File: src/rtl/ran_pkg.sv
// Shared types and constants for the random-bit harvest sequencer.
package ran_pkg;

  typedef enum logic [2:0] {
    S_IDLE  = 3'd0,
    S_PRECH = 3'd1,
    S_EVAL  = 3'd2,
    S_CAPT  = 3'd3,
    S_PACK  = 3'd4,
    S_HOLD  = 3'd5
  } ran_state_t;

  localparam int unsigned SYNC_STAGES    = 2;
  localparam int unsigned MIN_SETTLE_CYC = SYNC_STAGES + 1;

endpackage

File: src/rtl/ran_bit_packer.sv
// LSB-first bit accumulator. Stops accepting bits once the word is full; clear wins over strobe.
module ran_bit_packer #(
  parameter int unsigned WORD_W = 32
) (
  input  logic              clk,
  input  logic              rst_n,
  input  logic              bit_in,
  input  logic              strobe,
  input  logic              clear,
  output logic [WORD_W-1:0] acc,
  output logic              full_c
);

  localparam int unsigned CNT_W = $clog2(WORD_W + 1);

  logic [CNT_W-1:0] bit_cnt;

  assign full_c = (bit_cnt == CNT_W'(WORD_W));

  always_ff @(posedge clk) begin
    if (!rst_n) begin
      acc     <= '0;
      bit_cnt <= '0;
    end else if (clear) begin
      acc     <= '0;
      bit_cnt <= '0;
    end else if (strobe && !full_c) begin
      acc     <= acc | (WORD_W'(bit_in) << bit_cnt);
      bit_cnt <= bit_cnt + CNT_W'(1);
    end
  end

endmodule

File: src/rtl/ran_harvest_ctrl.sv
// Sequencer for the dual-latch random-bit array: enable pulsing, sync/capture, word packing.
// Define RAN_VN_DEBIAS_EN to consume cells in pairs with von Neumann debiasing.
module ran_harvest_ctrl
  import ran_pkg::*;
#(
  parameter int unsigned N_BLOCKS   = 12,
  parameter int unsigned WORD_W     = 32,
  parameter int unsigned RESET_CYC  = 2,
  parameter int unsigned SETTLE_CYC = 4
) (
  input  logic                i_clock,
  input  logic                i_reset_n,
  input  logic                i_run,
  output logic                o_enb,
  input  logic [N_BLOCKS-1:0] i_block_Qs,
  output logic [WORD_W-1:0]   o_word,
  output logic                o_valid,
  input  logic                i_ready,
  output logic                o_busy
);

  localparam int unsigned IDX_W  = $clog2(N_BLOCKS);
  localparam int unsigned PH_MAX = (RESET_CYC > SETTLE_CYC) ? RESET_CYC : SETTLE_CYC;
  localparam int unsigned PH_W   = $clog2(PH_MAX + 1);
`ifdef RAN_VN_DEBIAS_EN
  localparam int unsigned STEPS  = N_BLOCKS / 2;
`else
  localparam int unsigned STEPS  = N_BLOCKS;
`endif

  ran_state_t          state, state_n;
  logic [PH_W-1:0]     phase, phase_n;
  logic [IDX_W-1:0]    idx, idx_n;
  logic                cap_left, cap_left_n;
  logic [N_BLOCKS-1:0] cap, cap_n;
  logic [N_BLOCKS-1:0] sync [SYNC_STAGES];
  logic [WORD_W-1:0]   word_n;
  logic                valid_n, enb_n, busy_n;

  logic                strobe_c, clear_c, take_c, bit_c, full_c;
  logic [WORD_W-1:0]   acc;

  // Select the current harvested bit (or cell pair) from the capture register.
`ifdef RAN_VN_DEBIAS_EN
  logic [IDX_W:0] pair_pos;
  logic           hi_c;
  assign pair_pos = {idx, 1'b0};
  assign bit_c    = |(cap & (N_BLOCKS'(1) << pair_pos));
  assign hi_c     = |(cap & (N_BLOCKS'(2) << pair_pos));
  assign take_c   = bit_c ^ hi_c;
`else
  assign bit_c    = |(cap & (N_BLOCKS'(1) << idx));
  assign take_c   = 1'b1;
`endif

  ran_bit_packer #(.WORD_W(WORD_W)) u_packer (
    .clk    (i_clock),
    .rst_n  (i_reset_n),
    .bit_in (bit_c),
    .strobe (strobe_c),
    .clear  (clear_c),
    .acc    (acc),
    .full_c (full_c)
  );

  always_ff @(posedge i_clock) begin
    if (!i_reset_n) begin
      state    <= S_IDLE;
      phase    <= '0;
      idx      <= '0;
      cap_left <= 1'b0;
      cap      <= '0;
      o_word   <= '0;
      o_valid  <= 1'b0;
      o_enb    <= 1'b0;
      o_busy   <= 1'b0;
      for (int unsigned s = 0; s < SYNC_STAGES; s++) sync[s] <= '0;
    end else begin
      state    <= state_n;
      phase    <= phase_n;
      idx      <= idx_n;
      cap_left <= cap_left_n;
      cap      <= cap_n;
      o_word   <= word_n;
      o_valid  <= valid_n;
      o_enb    <= enb_n;
      o_busy   <= busy_n;
      sync[0]  <= i_block_Qs;
      for (int unsigned s = 1; s < SYNC_STAGES; s++) sync[s] <= sync[s-1];
    end
  end

  always_comb begin
    state_n    = state;
    phase_n    = phase;
    idx_n      = idx;
    cap_left_n = cap_left;
    cap_n      = cap;
    word_n     = o_word;
    valid_n    = o_valid;
    strobe_c   = 1'b0;
    clear_c    = 1'b0;
    case (state)
      S_IDLE: begin
        if (i_run) begin
          state_n = S_PRECH;
          phase_n = '0;
        end
      end
      S_PRECH: begin
        if (phase == PH_W'(RESET_CYC - 1)) begin
          state_n = S_EVAL;
          phase_n = '0;
        end else begin
          phase_n = phase + PH_W'(1);
        end
      end
      S_EVAL: begin
        if (phase == PH_W'(SETTLE_CYC - 1)) begin
          state_n = S_CAPT;
          phase_n = '0;
        end else begin
          phase_n = phase + PH_W'(1);
        end
      end
      S_CAPT: begin
        cap_n      = sync[SYNC_STAGES-1];
        idx_n      = '0;
        cap_left_n = 1'b1;
        state_n    = S_PACK;
      end
      S_PACK: begin
        // A full word is published before any further capture bits are consumed.
        if (full_c) begin
          word_n  = acc;
          valid_n = 1'b1;
          state_n = S_HOLD;
        end else if (cap_left) begin
          strobe_c = take_c;
          if (idx == IDX_W'(STEPS - 1)) begin
            cap_left_n = 1'b0;
            idx_n      = '0;
          end else begin
            idx_n = idx + IDX_W'(1);
          end
        end else begin
          state_n = i_run ? S_PRECH : S_IDLE;
          phase_n = '0;
        end
      end
      S_HOLD: begin
        if (i_ready) begin
          valid_n = 1'b0;
          clear_c = 1'b1;
          phase_n = '0;
          if (cap_left)   state_n = S_PACK;
          else if (i_run) state_n = S_PRECH;
          else            state_n = S_IDLE;
        end
      end
      default: state_n = S_IDLE;
    endcase
    enb_n  = (state_n == S_EVAL);
    busy_n = (state_n != S_IDLE);
  end

endmodule
File: config.mk
export PLATFORM = sky130hd
export DESIGN_NAME = ran_harvest_ctrl
export DESIGN_NICKNAME = d
export VERILOG_FILES = /design/src/rtl/ran_pkg.sv /design/src/rtl/ran_bit_packer.sv /design/src/rtl/ran_harvest_ctrl.sv
export SDC_FILE = /design/constraint.sdc
export NUM_CORES = 1
export LEC_CHECK = 0
export BUFFER_PORTS_ARGS = -buffer_cell sky130_fd_sc_hd__buf_2
export CAP_MARGIN = 20
export CELL_PAD_IN_SITES_DETAIL_PLACEMENT = 0
export CELL_PAD_IN_SITES_GLOBAL_PLACEMENT = 2
export CORE_UTILIZATION = 40
export CTS_CLUSTER_DIAMETER = 60
export DETAILED_ROUTE_END_ITERATION = 8
export PLACE_DENSITY = 0.87
export SYNTH_ARGS = -nofsm -noshare
export SYNTH_HDL_FRONTEND = slang
export SYNTH_SLANG_ARGS = --single-unit
File: constraint.sdc
create_clock -name i_clock -period 5.8 [get_ports i_clock]
set_input_delay 0.58 -clock i_clock [delete_from_list [all_inputs] [get_ports i_clock]]
set_output_delay 0.58 -clock i_clock [all_outputs]
set_load 0.01 [all_outputs]
==> results.py <==
metrics = {
    "logic_synthesis": {
        "synthTopCellsByArea": "dfxtp_1 (44%), nand2_1 (9.4%), o211ai_1 (7.8%), a21oi_2 (4.9%), nand2_2 (3.5%)",
        "synth-seq-cells": 120,
        "synth-async-reset-ratio": 0,
        "netlist.area_leader.share": 0.4437,
        "synthFlopType": "dfxtp_1",
        "syn-cell-area_um2": 5414,
        "ys_warn_count": 0,
        "yosys.area.top_type": "dfxtp_1",
        "synth_nets": 617,
        "yosysSeqAreaShare": 0.4437,
        "synth_cells": 589,
        "ys_types": 68,
        "synth_edf_count": 0,
        "avgSynthCellArea_um2": 9.192,
    },
    "route": {
        "viasPerCell": 5.050,
        "wl_um": 11610,
        "wire_per_inst_um": 14.25,
        "vias": 4116,
        "drtIter0Drc": 193,
        "dr.pass1.iters": 4,
        "drc_errors": 0,
        "ant_nets": 0,
    },
    "pwr": {
        "clkPwrFrac": 0.551,
        "p_int_w": 0.001583,
        "p_leak_nw": 2.253,
        "switching_share": 0.2044,
        "p_per_area_nw_per_um2": 313.6,
        "pwr-share-seq": 0.424,
        "p_sw_w": 0.0004068,
        "comb_power_share": 0.025,
        "peakVddDrop_uv": 187.6,
    },
    "setup_path": {
        "cp_slowest_cell": "nand4bb_1",
        "path_class": "flip-flop to flip-flop",
        "crit_top_cell": "o211ai_1",
        "cp_slowest_stage_delay_ns": 0.85,
        "cp-start-kind": "flip-flop",
        "required_ns": 6.13,
        "critical_path_buf_inv_count": 0,
        "crit_fanout": 16,
        "end_kind": "flip-flop",
        "cp_top_family": "simple AND/OR/NAND/NOR gates",
        "worstPathCellList": "nand4bb_1 -> nor3_2 -> o211ai_1 -> o211ai_1",
        "critPathArrivalTime_ns": 2.79,
    },
    "cts": {
        "cts_tree": "yes",
        "cts.sink_count": 120,
        "cts_hold_buf": 0,
        "cts_buffers": 17,
        "clockBufferDepth": 2,
        "root_buffer": "clkbuf_16",
        "clk_latency_ns": 0.41,
        "htree_levels": 4,
        "cts_resized": 0,
        "post-cts-setup-buffers": 0,
        "path_clk_slew_ns": 0.06,
    },
    "placed_design": {
        "place_congestion": 0.7881,
        "port_buffers": 50,
        "dpl.hpwl_um": 7526,
    },
    "floorplan": {
        "die_w_um": 118.3,
        "die_y_um": 118.3,
        "std_cell_rows": 42,
        "pin_count": 51,
        "die-area_um2": 14000,
        "initial_utilization": 0.4088,
        "coreArea_um2": 13240,
    },
    "grt": {
        "grt_max_degree": 56,
        "grt_pass1_wl_um": 19600,
        "grt_pass1_vias": 4057,
        "grt_overflow": 0,
        "grt.total_usage": 0.1772,
        "antenna_found_initial": 0,
    },
    "timing": {
        "drv_slew": 0,
        "fin_setup_tns_ns": 0,
        "skew_ns": 0.008061,
        "max_slew_margin": 0.3358,
        "setup_viol": 0,
        "final.min_clock_period_ns": 2.464,
        "period_share": 0.4248,
        "tightestPinTransition_ns": 0.9963,
        "hold_violations": 0,
        "fmax_mhz": 405.9,
        "rsz0062_at_grt": "false",
    },
    "min_path": {
        "hold_class": "primary input to flip-flop",
    },
    "finish": {
        "nNetsFinal": 654,
        "antenna_cells": 0,
        "fin_util": 0.4792,
        "areaGrowthSynthToFinish_pct": 17.22,
        "final_cell_mix": "nand2_1 (135), dfxtp_1 (120), o211ai_1 (56)",
        "drive_above_1_share": 0.2911,
        "final_common_cell": "nand2_1",
    },
    "run": {
        "drv_cap": 0,
    },
    "outcome": {
        "status": "complete, no violations",
    },
}
-- stage by stage --
| step | worst slack, ns | total power, W | hold WS, ns | instances | area (um2) |
|---|---|---|---|---|---|
| floorplan | 3.965 | 0.0008966 | 0.4119 | 589 | 5414 |
| global placement | 3.024 | 0.0009107 | 0.4151 | 781 | 5702 |
| detailed placement | 2.945 | 0.0009120 | 0.4200 | 782 | 5709 |
| CTS | 3.310 | 0.002014 | 0.3546 | 814 | 6331 |
| global route | 3.153 | 0.002060 | 0.3536 | 815 | 6346 |
| finish | 3.336 | 0.001990 | 0.3708 | 815 | 6346 |
-- final cells by class --
class / instances / area, um2
fill: 1302 / 6897
sequential: 120 / 2402
timing repair buffer: 56 / 302.8
multi-input combinational: 415 / 2739
clock inverter: 12 / 175.2
tap: 176 / 220.2
clock buffer: 20 / 446.7
inverter: 16 / 60.06
-- cells by family after synthesis --
kind of cell | count (synthesis) | synth area share
simple gates | 251 | 0.2431
compound gates | 146 | 0.2198
flops | 120 | 0.4437
buf+inv | 54 | 0.05570
fa+ha+maj | 12 | 0.02773
xor+xnor | 5 | 0.008090
mux | 1 | 0.001849
-- state kept, by name (all words and copies together) (netlist names) --
name              flops
cap_left              1
u_packer.bit_cnt      6
idx                   4
o_word               32
state                 3
phase                 3
cap                  12
u_packer.acc         32
o_enb                 1
sync                 24
o_valid               1
o_busy                1
-- synth_stat cells, types with 3 or more instances --
| cell | n |
|---|---|
| clkbuf_1 | 14 |
| buf_4 | 3 |
| a22oi_1 | 3 |
| o211ai_1 | 56 |
| nand2b_1 | 5 |
| and2_1 | 26 |
| a21oi_2 | 30 |
| nand4_1 | 4 |
| o211ai_2 | 9 |
| buf_2 | 13 |
| nor3_2 | 7 |
| nand2_1 | 135 |
| a31oi_1 | 4 |
| a21oi_1 | 17 |
| inv_1 | 14 |
| dfxtp_1 | 120 |
| ha_1 | 12 |
| buf_12 | 3 |
| nand2_2 | 30 |
| nor2_1 | 14 |
| xor2_1 | 3 |
| buf_6 | 3 |
| nor2b_1 | 3 |
| nor3_4 | 4 |
-- power by group through the flow --
stage / clock network, W / registers [W] / logic [W]
floorplan: 0 / 0.000857 / 0.0000393
global placement: 0 / 0.000861 / 0.0000497
detailed placement: 0 / 0.000861 / 0.0000508
CTS: 0.00112 / 0.000844 / 0.0000509
global route: 0.00116 / 0.000845 / 0.0000561
finish: 0.00110 / 0.000844 / 0.0000502
-- routing by layer --
layer / wire length (um) / GRT usage / vias to the layer above
li1: - / - / 2121
met5: 0 / 0 / -
met2: 5549 / 0.2945 / 64
met3: 408 / 0.04826 / 11
met4: 146 / 0.06731 / 0
met1: 5509 / 0.2176 / 1920
-- worst paths after layout --
kind	cells after the start	endpoint	from	slack, ns
max	4	u_packer.acc[24]$_SDFFE_PP0P_	state[0]$_SDFF_PN0_	3.34
min	2	sync[0][1]$_SDFF_PN0_	i_block_Qs[1]	0.37
max reg2reg	4	u_packer.acc[24]$_SDFFE_PP0P_	state[0]$_SDFF_PN0_	3.34
min reg2reg	1	sync[1][8]$_SDFF_PN0_	sync[0][8]$_SDFF_PN0_	0.43
No activity file was read; power rests on OpenSTA's default activity.
